==> config.mk <==
export PLATFORM = sky130hd
export DESIGN_NAME = rv64g_l1_line_xfer
export DESIGN_NICKNAME = d
export VERILOG_FILES = /design/src/rtl/rv64g_l1_line_xfer.sv
export SDC_FILE = /design/constraint.sdc
export NUM_CORES = 2
export LEC_CHECK = 0
export CORE_AREA = 2 2 536 538
export CTS_BUF_LIST = sky130_fd_sc_hd__clkbuf_4 sky130_fd_sc_hd__clkbuf_8
export CTS_CLUSTER_DIAMETER = 30
export DETAILED_ROUTE_END_ITERATION = 16
export DIE_AREA = 0 0 538 540
export HOLD_SLACK_MARGIN = 0.02
export PLACE_DENSITY = 0.38
export SLEW_MARGIN = 20
export SYNTH_ARGS = -nofsm -noshare
export SYNTH_HDL_FRONTEND = slang
export SYNTH_SLANG_ARGS = --single-unit
==> constraint.sdc <==
create_clock -name clk_i -period 2.5 [get_ports clk_i]
set_input_delay 0.375 -clock clk_i [delete_from_list [all_inputs] [get_ports clk_i]]
set_output_delay 0.375 -clock clk_i [all_outputs]
set_load 0.02 [all_outputs]
==> src/rtl/rv64g_l1_line_xfer.sv <==
// L1 line transfer initiator: one refill/writeback command -> LINE_BEATS 8-byte beats on req/gnt/rvalid.
// Latency: req one cycle after accept; one beat per granted cycle; gnt stalls hold the request stable.
module rv64g_l1_line_xfer #(
    parameter  int unsigned LINE_BEATS = 8,
    localparam int unsigned BEAT_IDX_W = $clog2(LINE_BEATS)
) (
    input  logic                    clk_i,
    input  logic                    rst_ni,
    output logic                    ready_o,
    input  logic                    fill_req_i,
    input  logic [63:0]             fill_addr_i,
    input  logic                    wb_req_i,
    input  logic [63:0]             wb_addr_i,
    input  logic [64*LINE_BEATS-1:0] wb_line_i,
    output logic                    fill_done_o,
    output logic [64*LINE_BEATS-1:0] fill_line_o,
    output logic                    wb_done_o,
    output logic                    protocol_err_o,
    output logic                    mem_req_o,
    output logic                    mem_we_o,
    output logic [7:0]              mem_be_o,
    output logic [63:0]             mem_addr_o,
    output logic [63:0]             mem_wdata_o,
    input  logic                    mem_gnt_i,
    input  logic                    mem_rvalid_i,
    input  logic [63:0]             mem_rdata_i
);
    localparam int unsigned CNT_W = BEAT_IDX_W + 1;
    localparam int unsigned LA_W  = 64 - BEAT_IDX_W - 3;
    localparam logic [CNT_W-1:0] CNT_FULL = CNT_W'(LINE_BEATS);
    localparam logic [CNT_W-1:0] CNT_ONE  = CNT_W'(1);

    typedef enum logic [1:0] {ST_IDLE, ST_WB, ST_RD} state_e;
    typedef logic [LINE_BEATS-1:0][63:0] line_t;

    state_e           state_q, state_d;
    logic [CNT_W-1:0] iss_cnt_q, iss_cnt_d, rsp_cnt_q, rsp_cnt_d;
    logic [LA_W-1:0]  line_addr_q, line_addr_d;
    line_t            wb_line_q, wb_line_d, fill_line_q, fill_line_d;
    logic             ready_q, ready_d, mem_req_q, mem_req_d, mem_we_q, mem_we_d;
    logic [7:0]       mem_be_q, mem_be_d;
    logic [63:0]      mem_addr_q, mem_addr_d, mem_wdata_q, mem_wdata_d;
    logic             fill_done_q, fill_done_d, wb_done_q, wb_done_d, perr_q, perr_d;
    logic [CNT_W-1:0] iss_inc, rsp_inc;
    logic             unused_addr_lsbs;

    assign unused_addr_lsbs = ^{fill_addr_i[BEAT_IDX_W+2:0], wb_addr_i[BEAT_IDX_W+2:0]};

    function automatic logic [63:0] beat_addr(input logic [LA_W-1:0] la, input logic [CNT_W-1:0] cnt);
        return {la, cnt[BEAT_IDX_W-1:0], 3'b000};
    endfunction

    assign iss_inc = iss_cnt_q + CNT_ONE;
    assign rsp_inc = rsp_cnt_q + CNT_ONE;

    always_comb begin
        state_d     = state_q;
        iss_cnt_d   = iss_cnt_q;
        rsp_cnt_d   = rsp_cnt_q;
        line_addr_d = line_addr_q;
        wb_line_d   = wb_line_q;
        fill_line_d = fill_line_q;
        ready_d     = ready_q;
        mem_req_d   = mem_req_q;
        mem_we_d    = mem_we_q;
        mem_be_d    = mem_be_q;
        mem_addr_d  = mem_addr_q;
        mem_wdata_d = mem_wdata_q;
        fill_done_d = 1'b0;
        wb_done_d   = 1'b0;
        perr_d      = perr_q;

        case (state_q)
            ST_IDLE: begin
                if (mem_rvalid_i) perr_d = 1'b1;
                // Writeback wins a tie; the refill requester keeps its request up.
                if (wb_req_i) begin
                    state_d     = ST_WB;
                    line_addr_d = wb_addr_i[63:BEAT_IDX_W+3];
                    wb_line_d   = wb_line_i;
                    iss_cnt_d   = '0;
                    rsp_cnt_d   = '0;
                    ready_d     = 1'b0;
                    mem_req_d   = 1'b1;
                    mem_we_d    = 1'b1;
                    mem_be_d    = 8'hFF;
                    mem_addr_d  = beat_addr(wb_addr_i[63:BEAT_IDX_W+3], '0);
                    mem_wdata_d = wb_line_i[63:0];
                end else if (fill_req_i) begin
                    state_d     = ST_RD;
                    line_addr_d = fill_addr_i[63:BEAT_IDX_W+3];
                    iss_cnt_d   = '0;
                    rsp_cnt_d   = '0;
                    ready_d     = 1'b0;
                    mem_req_d   = 1'b1;
                    mem_we_d    = 1'b0;
                    mem_be_d    = 8'hFF;
                    mem_addr_d  = beat_addr(fill_addr_i[63:BEAT_IDX_W+3], '0);
                end
            end
            ST_WB: begin
                if (mem_rvalid_i) perr_d = 1'b1;
                if (mem_gnt_i) begin
                    iss_cnt_d = iss_inc;
                    if (iss_inc == CNT_FULL) begin
                        state_d   = ST_IDLE;
                        ready_d   = 1'b1;
                        mem_req_d = 1'b0;
                        mem_we_d  = 1'b0;
                        mem_be_d  = 8'h00;
                        wb_done_d = 1'b1;
                    end else begin
                        mem_addr_d  = beat_addr(line_addr_q, iss_inc);
                        mem_wdata_d = wb_line_q[iss_inc[BEAT_IDX_W-1:0]];
                    end
                end
            end
            ST_RD: begin
                if (mem_req_q && mem_gnt_i) begin
                    iss_cnt_d = iss_inc;
                    if (iss_inc == CNT_FULL) begin
                        mem_req_d = 1'b0;
                        mem_be_d  = 8'h00;
                    end else begin
                        mem_addr_d = beat_addr(line_addr_q, iss_inc);
                    end
                end
                if (mem_rvalid_i) begin
                    // A response with nothing outstanding is dropped and flagged.
                    if (rsp_cnt_q == iss_cnt_q) begin
                        perr_d = 1'b1;
                    end else begin
                        fill_line_d[rsp_cnt_q[BEAT_IDX_W-1:0]] = mem_rdata_i;
                        rsp_cnt_d = rsp_inc;
                        if (rsp_inc == CNT_FULL) begin
                            state_d     = ST_IDLE;
                            ready_d     = 1'b1;
                            fill_done_d = 1'b1;
                        end
                    end
                end
            end
            default: state_d = ST_IDLE;
        endcase
    end

    always_ff @(posedge clk_i or negedge rst_ni) begin
        if (!rst_ni) begin
            state_q     <= ST_IDLE;
            iss_cnt_q   <= '0;
            rsp_cnt_q   <= '0;
            line_addr_q <= '0;
            wb_line_q   <= '0;
            fill_line_q <= '0;
            ready_q     <= 1'b1;
            mem_req_q   <= 1'b0;
            mem_we_q    <= 1'b0;
            mem_be_q    <= 8'h00;
            mem_addr_q  <= '0;
            mem_wdata_q <= '0;
            fill_done_q <= 1'b0;
            wb_done_q   <= 1'b0;
            perr_q      <= 1'b0;
        end else begin
            state_q     <= state_d;
            iss_cnt_q   <= iss_cnt_d;
            rsp_cnt_q   <= rsp_cnt_d;
            line_addr_q <= line_addr_d;
            wb_line_q   <= wb_line_d;
            fill_line_q <= fill_line_d;
            ready_q     <= ready_d;
            mem_req_q   <= mem_req_d;
            mem_we_q    <= mem_we_d;
            mem_be_q    <= mem_be_d;
            mem_addr_q  <= mem_addr_d;
            mem_wdata_q <= mem_wdata_d;
            fill_done_q <= fill_done_d;
            wb_done_q   <= wb_done_d;
            perr_q      <= perr_d;
        end
    end

    assign ready_o        = ready_q;
    assign mem_req_o      = mem_req_q;
    assign mem_we_o       = mem_we_q;
    assign mem_be_o       = mem_be_q;
    assign mem_addr_o     = mem_addr_q;
    assign mem_wdata_o    = mem_wdata_q;
    assign fill_done_o    = fill_done_q;
    assign wb_done_o      = wb_done_q;
    assign protocol_err_o = perr_q;
    assign fill_line_o    = fill_line_q;
endmodule

Yosys cells after proc, flatten, opt, wreduce, memory -nomap -nowiden
Index checks and enable logic that the tools add are counted.

word-level totals
  register bits after elaboration = 1234
  bits of input ports = 710
  output and inout bits = 654
  word-level logic and storage cells = 138

cells by class
  add/subtract/negate cells = 2
  magnitude comparators = 3
  equal/unequal tests = 16
  multiplexer cells = 68
  bitwise operators = 1
  reduce and logical (&&, ||, !) cells = 19

operator list
  kind                 number
  $mux 64              10
  $bwmux 512           1
  $bmux 64 s3          1
  $demux 64 s3         1
  $pmux 64 s3          1
  $pmux 64 s2          1
  $mux 58              2
  $mux 8               5
  $mux 1               25
  $mux 4               6
  $pmux 8 s3           1
  $reduce_and 4->1     5
  $ne 2x2->1 const B   9
  $mux 2               7
  $pmux 4 s3           1
  $add 4x1->4 const B  2
  $eq 4x4->1 const B   2
  $lt 3x4->1 const B   2
  $pmux 4 s2           1
  $reduce_bool 2->1    4
  $reduce_and 7->1     1
  $pmux 1 s3           2
  $pmux 2 s3           1
  $reduce_and 6->1     1
  14 further kinds     17

Logic depth before layout (Yosys ltp)
  depth in word-level cells = 6
  gate-level depth with buffers = 12
  gate-level depth less buffers = 7

Least setup slack after synthesis
Ideal clock, no wire load.

  kind = reg2reg
  start = reg rsp_cnt_q[1]
  end = reg fill_line_q, in the netlist fill_line_o[10]
  setup time = 0.125 ns
  arrival time = 2.152 ns
  required time = 2.375 ns
  slack = 0.223 ns
  stages on the path, launching flop included = 9
  path buffers = 3
  period minus slack after synthesis = 2.277 ns
  cell sequence = dfrtp_1 > buf_4 > xor2_1 > o41ai_4 > nor3_2 > nand2b_1 > buf_6 > buf_12 > mux2_4

on the way
  longest elaborated chain between the ends = 5
  elaborated cells on any way between the ends = 9
  those cells by class = order compare (2); eq/ne (1); mux (3); bitwise (1); reduce/logical (2)

ends and longest elaborated chain
  what                                                            RTL line  text
  start: declaration                                              37        logic [CNT_W-1:0] iss_cnt_q, iss_cnt_d, rsp_cnt_q, rsp_cnt_d;
  start signal: assignment                                        167       rsp_cnt_q <= rsp_cnt_d;
  $lt 3x4->1 (not written as such) or $ge 3x1->1 (tied branches)  133       fill_line_d[rsp_cnt_q[BEAT_IDX_W-1:0]] = mem_rdata_i;
  $logic_and 1x1->1 (not written as such)                         133
  $mux 64 (not written as such)                                   133
  $demux 64 s3                                                    133
  $bwmux 512                                                      133
  end signal: assignment                                          170       fill_line_q <= fill_line_d;
  end: declaration                                                39        line_t wb_line_q, wb_line_d, fill_line_q, fill_line_d;

Parallel ways exist; a longest one is shown, timed or not.
A chain may end at the register's enable or synchronous reset.

Worst setup path after layout
  start = reg state_q[0]
  end = reg wb_line_q[177] in the netlist's numbering

on the way
  longest elaborated chain between the ends = 2

ends and longest elaborated chain
  what                        RTL line  text
  start: declaration          36        state_e state_q, state_d;
  start signal: assignment    165       state_q <= state_d;
  $logic_not 2->1             73        case (state_q)
  $reduce_and 2->1 (no line)  -
  end signal: assignment      169       wb_line_q <= wb_line_d;
  end: declaration            39

Every way passes these cells.

==> out/results.tsv <==
stage	metric	value	unit
status	outcome	finished, final reports clean	
finish	layout.cells.non_filler	11120	
placed_design	placedCellCount	9789	
worst_setup_path	rr_endpoint	wb_line_q[177]	
worst_setup_path	crit_end	wb_line_q[177]	
sta	hold_ws	0.138	ns
clocking	numCtsBuffers	357	
sta	clock.fmax	417	MHz
worst_setup_path	worst-r2r-setup-slack	0.10	ns
sta	slew_headroom	44.2	%
logic_synthesis	async_reset_ff_share	100	%
logic_synthesis	yosysWarningCount	0	
floorplan	initial_core_util	18.2	%
floorplan	ioPinCount	1364	
placed_design	placed_cell_area	71300	µm²
clocking	htree_levels	5	
worst_setup_path	path_class	reg2reg	
power	pwr_density_cell	1130	nW/µm²
sta	post-route-period-util	95.9	%
detailed_routing	drtIter0Drc	2090	
floorplan	die_area	291000	µm²
detailed_routing	route.detailed.vias_per_inst	3.99	
finish	area_delta_synth_final	66.2	%
sta	setup_slack	0.101	ns
detailed_routing	dr.pass1.iters	5	
worst_setup_path	cp_max_fo	139	
placed_design	port_buffers	1348	
detailed_routing	drcViolationCount	0	
global_route	grt_max_degree	140	
floorplan	die_y	540	µm
global_route	grt_overflow_total	0	
finish	post-route-util	30.2	%
sta	rsz0062_at_grt	true	
clocking	cts_tree	built	
logic_synthesis	syn_area_per_cell	10.9	µm²
min_path	hold_class	in2reg	
worst_setup_path	startpoint	state_q[0]	
worst_setup_path	critPathCaptureType	register	
worst_setup_path	critPathLaunchType	register	
finish	layout.nets	7730	
sta	max_slew.worst_pin.slew	0.834	ns
detailed_routing	via_count	44317	
finish	layout_common_cells	nand2_1 (1665), dfrtp_1 (1221), clkdlybuf4s50_1 (834)	
clocking	clockBufferDepth	4	
clocking	clk_latency	1.02	ns
logic_synthesis	ys_ff_latch	1223	
flow_run	maxCapViolations	0	
finish	fillerInstances	29695	
detailed_routing	detail-route-antenna-nets	0	
worst_setup_path	ff2ff_path_depth	8	
worst_setup_path	cp.arrival	3.34	ns
placed_design	gp_congestion	0.804	
finish	drive_above_1_share	19.9	%
floorplan	die_w	538	µm
detailed_routing	drt-total-wl	250000	µm
power	power	97.0	mW
clocking	clk_pin_slew	0.05	ns
sta	fin_skew	0.0687	ns
global_route	first_global_vias	46969	
sta	min_period	2.40	ns
placed_design	dp_worst_setup_slack	-0.300	ns
detailed_routing	wl_per_cell	22.4	µm
worst_setup_path	worstReg2RegStart	state_q[0]	
floorplan	coreArea	284000	µm²
clocking	cts_root_buf	clkbuf_8	
logic_synthesis	synth_ff_type	dfrtp_1	
global_route	grt_pass1_wl	349000	µm
logic_synthesis	netlist_area	51700	µm²
worst_setup_path	cp.required	3.44	ns
sta	maxSlewViolCount	0	
sta	setup_viol	0	
logic_synthesis	synth_cell_types	55	
logic_synthesis	synth-edff-count	0	
logic_synthesis	ys_seq_area_share	59.2	%
sta	hold_violations	0	
global_route	antenna_found_initial	85	
finish	design_area	85900	µm²
clocking	cts_sinks	1223	
floorplan	rows	196	
placed_design	dp_hpwl	184000	µm
finish	final_common_cell	nand2_1	
logic_synthesis	netlist_instances	4732	
sta	setup-tns-final	0	ns
global_route	grt.total_usage	16.5	%
power	p_leak	42.2	nW
power	max-vdd-ir-drop	1.13	mV
-- registers in the layout (all words and copies together) (netlist names) --
| register | count |
|---|---|
| fill_line_o | 512 |
| wb_line_q | 512 |
| mem_wdata_o | 64 |
| mem_addr_o | 61 |
| line_addr_q | 58 |
| iss_cnt_q | 4 |
| rsp_cnt_q | 4 |
| state_q | 2 |
| fill_done_o | 1 |
| mem_be_o | 1 |
| mem_we_o | 1 |
| protocol_err_o | 1 |
| ready_o | 1 |
| wb_done_o | 1 |
-- worst min-delay path by stage --
stage	from	end	slack, ns	cells after the start
detailed placement	rst_ni	fill_line_o[61]	0.39	1
CTS	wb_addr_i[60]	line_addr_q[54]	0.02	3
floorplan	rst_ni	fill_done_o	0.08	0
global placement	rst_ni	fill_line_o[57]	0.39	1
finish	wb_line_i[444]	wb_line_q[444]	0.14	3
global route	wb_addr_i[60]	line_addr_q[54]	0.05	3
-- timing repair --
item	4_1_cts	5_1_grt
pin swaps	1	5
hold buffers	619	0
cloned	0	3
hold endpoints to repair	1821	0
setup endpoints to repair	625	58
resized for setup	512	27
setup buffers	2	4
-- worst max-delay path, cell delays in order, from the launching register on --
cell,delay (ns)
dfrtp_1,0.40
inv_2,0.07
buf_4,0.12
ha_4,0.21
and2_4,0.24
buf_16,0.32
nand2_1,0.12
nand2_1,0.09
dlygate4sd3_1,0.55
-- power breakdown --
part	switching [mW]	internal, mW	leakage, nW	total [mW]
sequential	4.21	26.5	15.7	30.7
combinational	19.3	13.7	21.9	33.0
clock	11.6	21.6	4.50	33.3
total	35.1	61.8	42.2	97.0
-- synth_stat cells (3+ instances only) --
library cell	count	area, µm²
nand2_1	1667	6260
dfrtp_1	1222	30600
mux2_2	382	4300
mux2i_1	316	3160
nor2_1	196	736
clkbuf_1	190	713
a22oi_1	126	946
a21oi_1	124	621
o21ai_0	123	616
mux2_4	120	1800
nor3_1	66	330
buf_2	41	205
buf_1	24	90.1
buf_4	19	143
buf_6	15	169
mux2_1	15	169
buf_12	12	240
nand3_1	7	35.0
ha_1	6	75.1
inv_1	6	22.5
xor2_1	6	52.6
o31ai_1	4	30.0
nand2b_1	3	18.8
nor2b_1	3	18.8
-- cell type report --
type / instances / area [µm²] / share of cell area [%]
multi-input cells: 3204 / 19700 / 22.9
diodes: 49 / 123 / 0.143
flip-flops and latches: 1223 / 30600 / 35.6
inverters: 6 / 22.5 / 0.0262
repair buffers: 2222 / 22100 / 25.7
clock buffers: 517 / 6610 / 7.69
clock inverters: 137 / 2040 / 2.38
well taps: 3762 / 4710 / 5.48
-- cell families after synthesis --
kind of cell    count (synthesis)  synth area share (%)
buf+inv                       307                  3.06
mux                           833                  18.2
compound gates                396                  4.61
xor+xnor                        7                 0.119
flops                        1223                  59.2
fa+ha+maj                       6                 0.145
simple gates                 1959                  14.6
other cells                     1               0.00725
-- layer usage --
metal | share of wire (%) | global-route usage (%) | routed length, µm | vias up
met3 | 7.4 | 5.14 | 18500 | 374
met5 | 0.14 | 0 | 345 | -
li1 | - | - | - | 20483
met1 | 41 | 19.8 | 103000 | 21868
met4 | 2.6 | 4.69 | 6420 | 64
met2 | 48 | 28.3 | 121000 | 1528
Note: power is estimated with default switching activity, not from simulation.
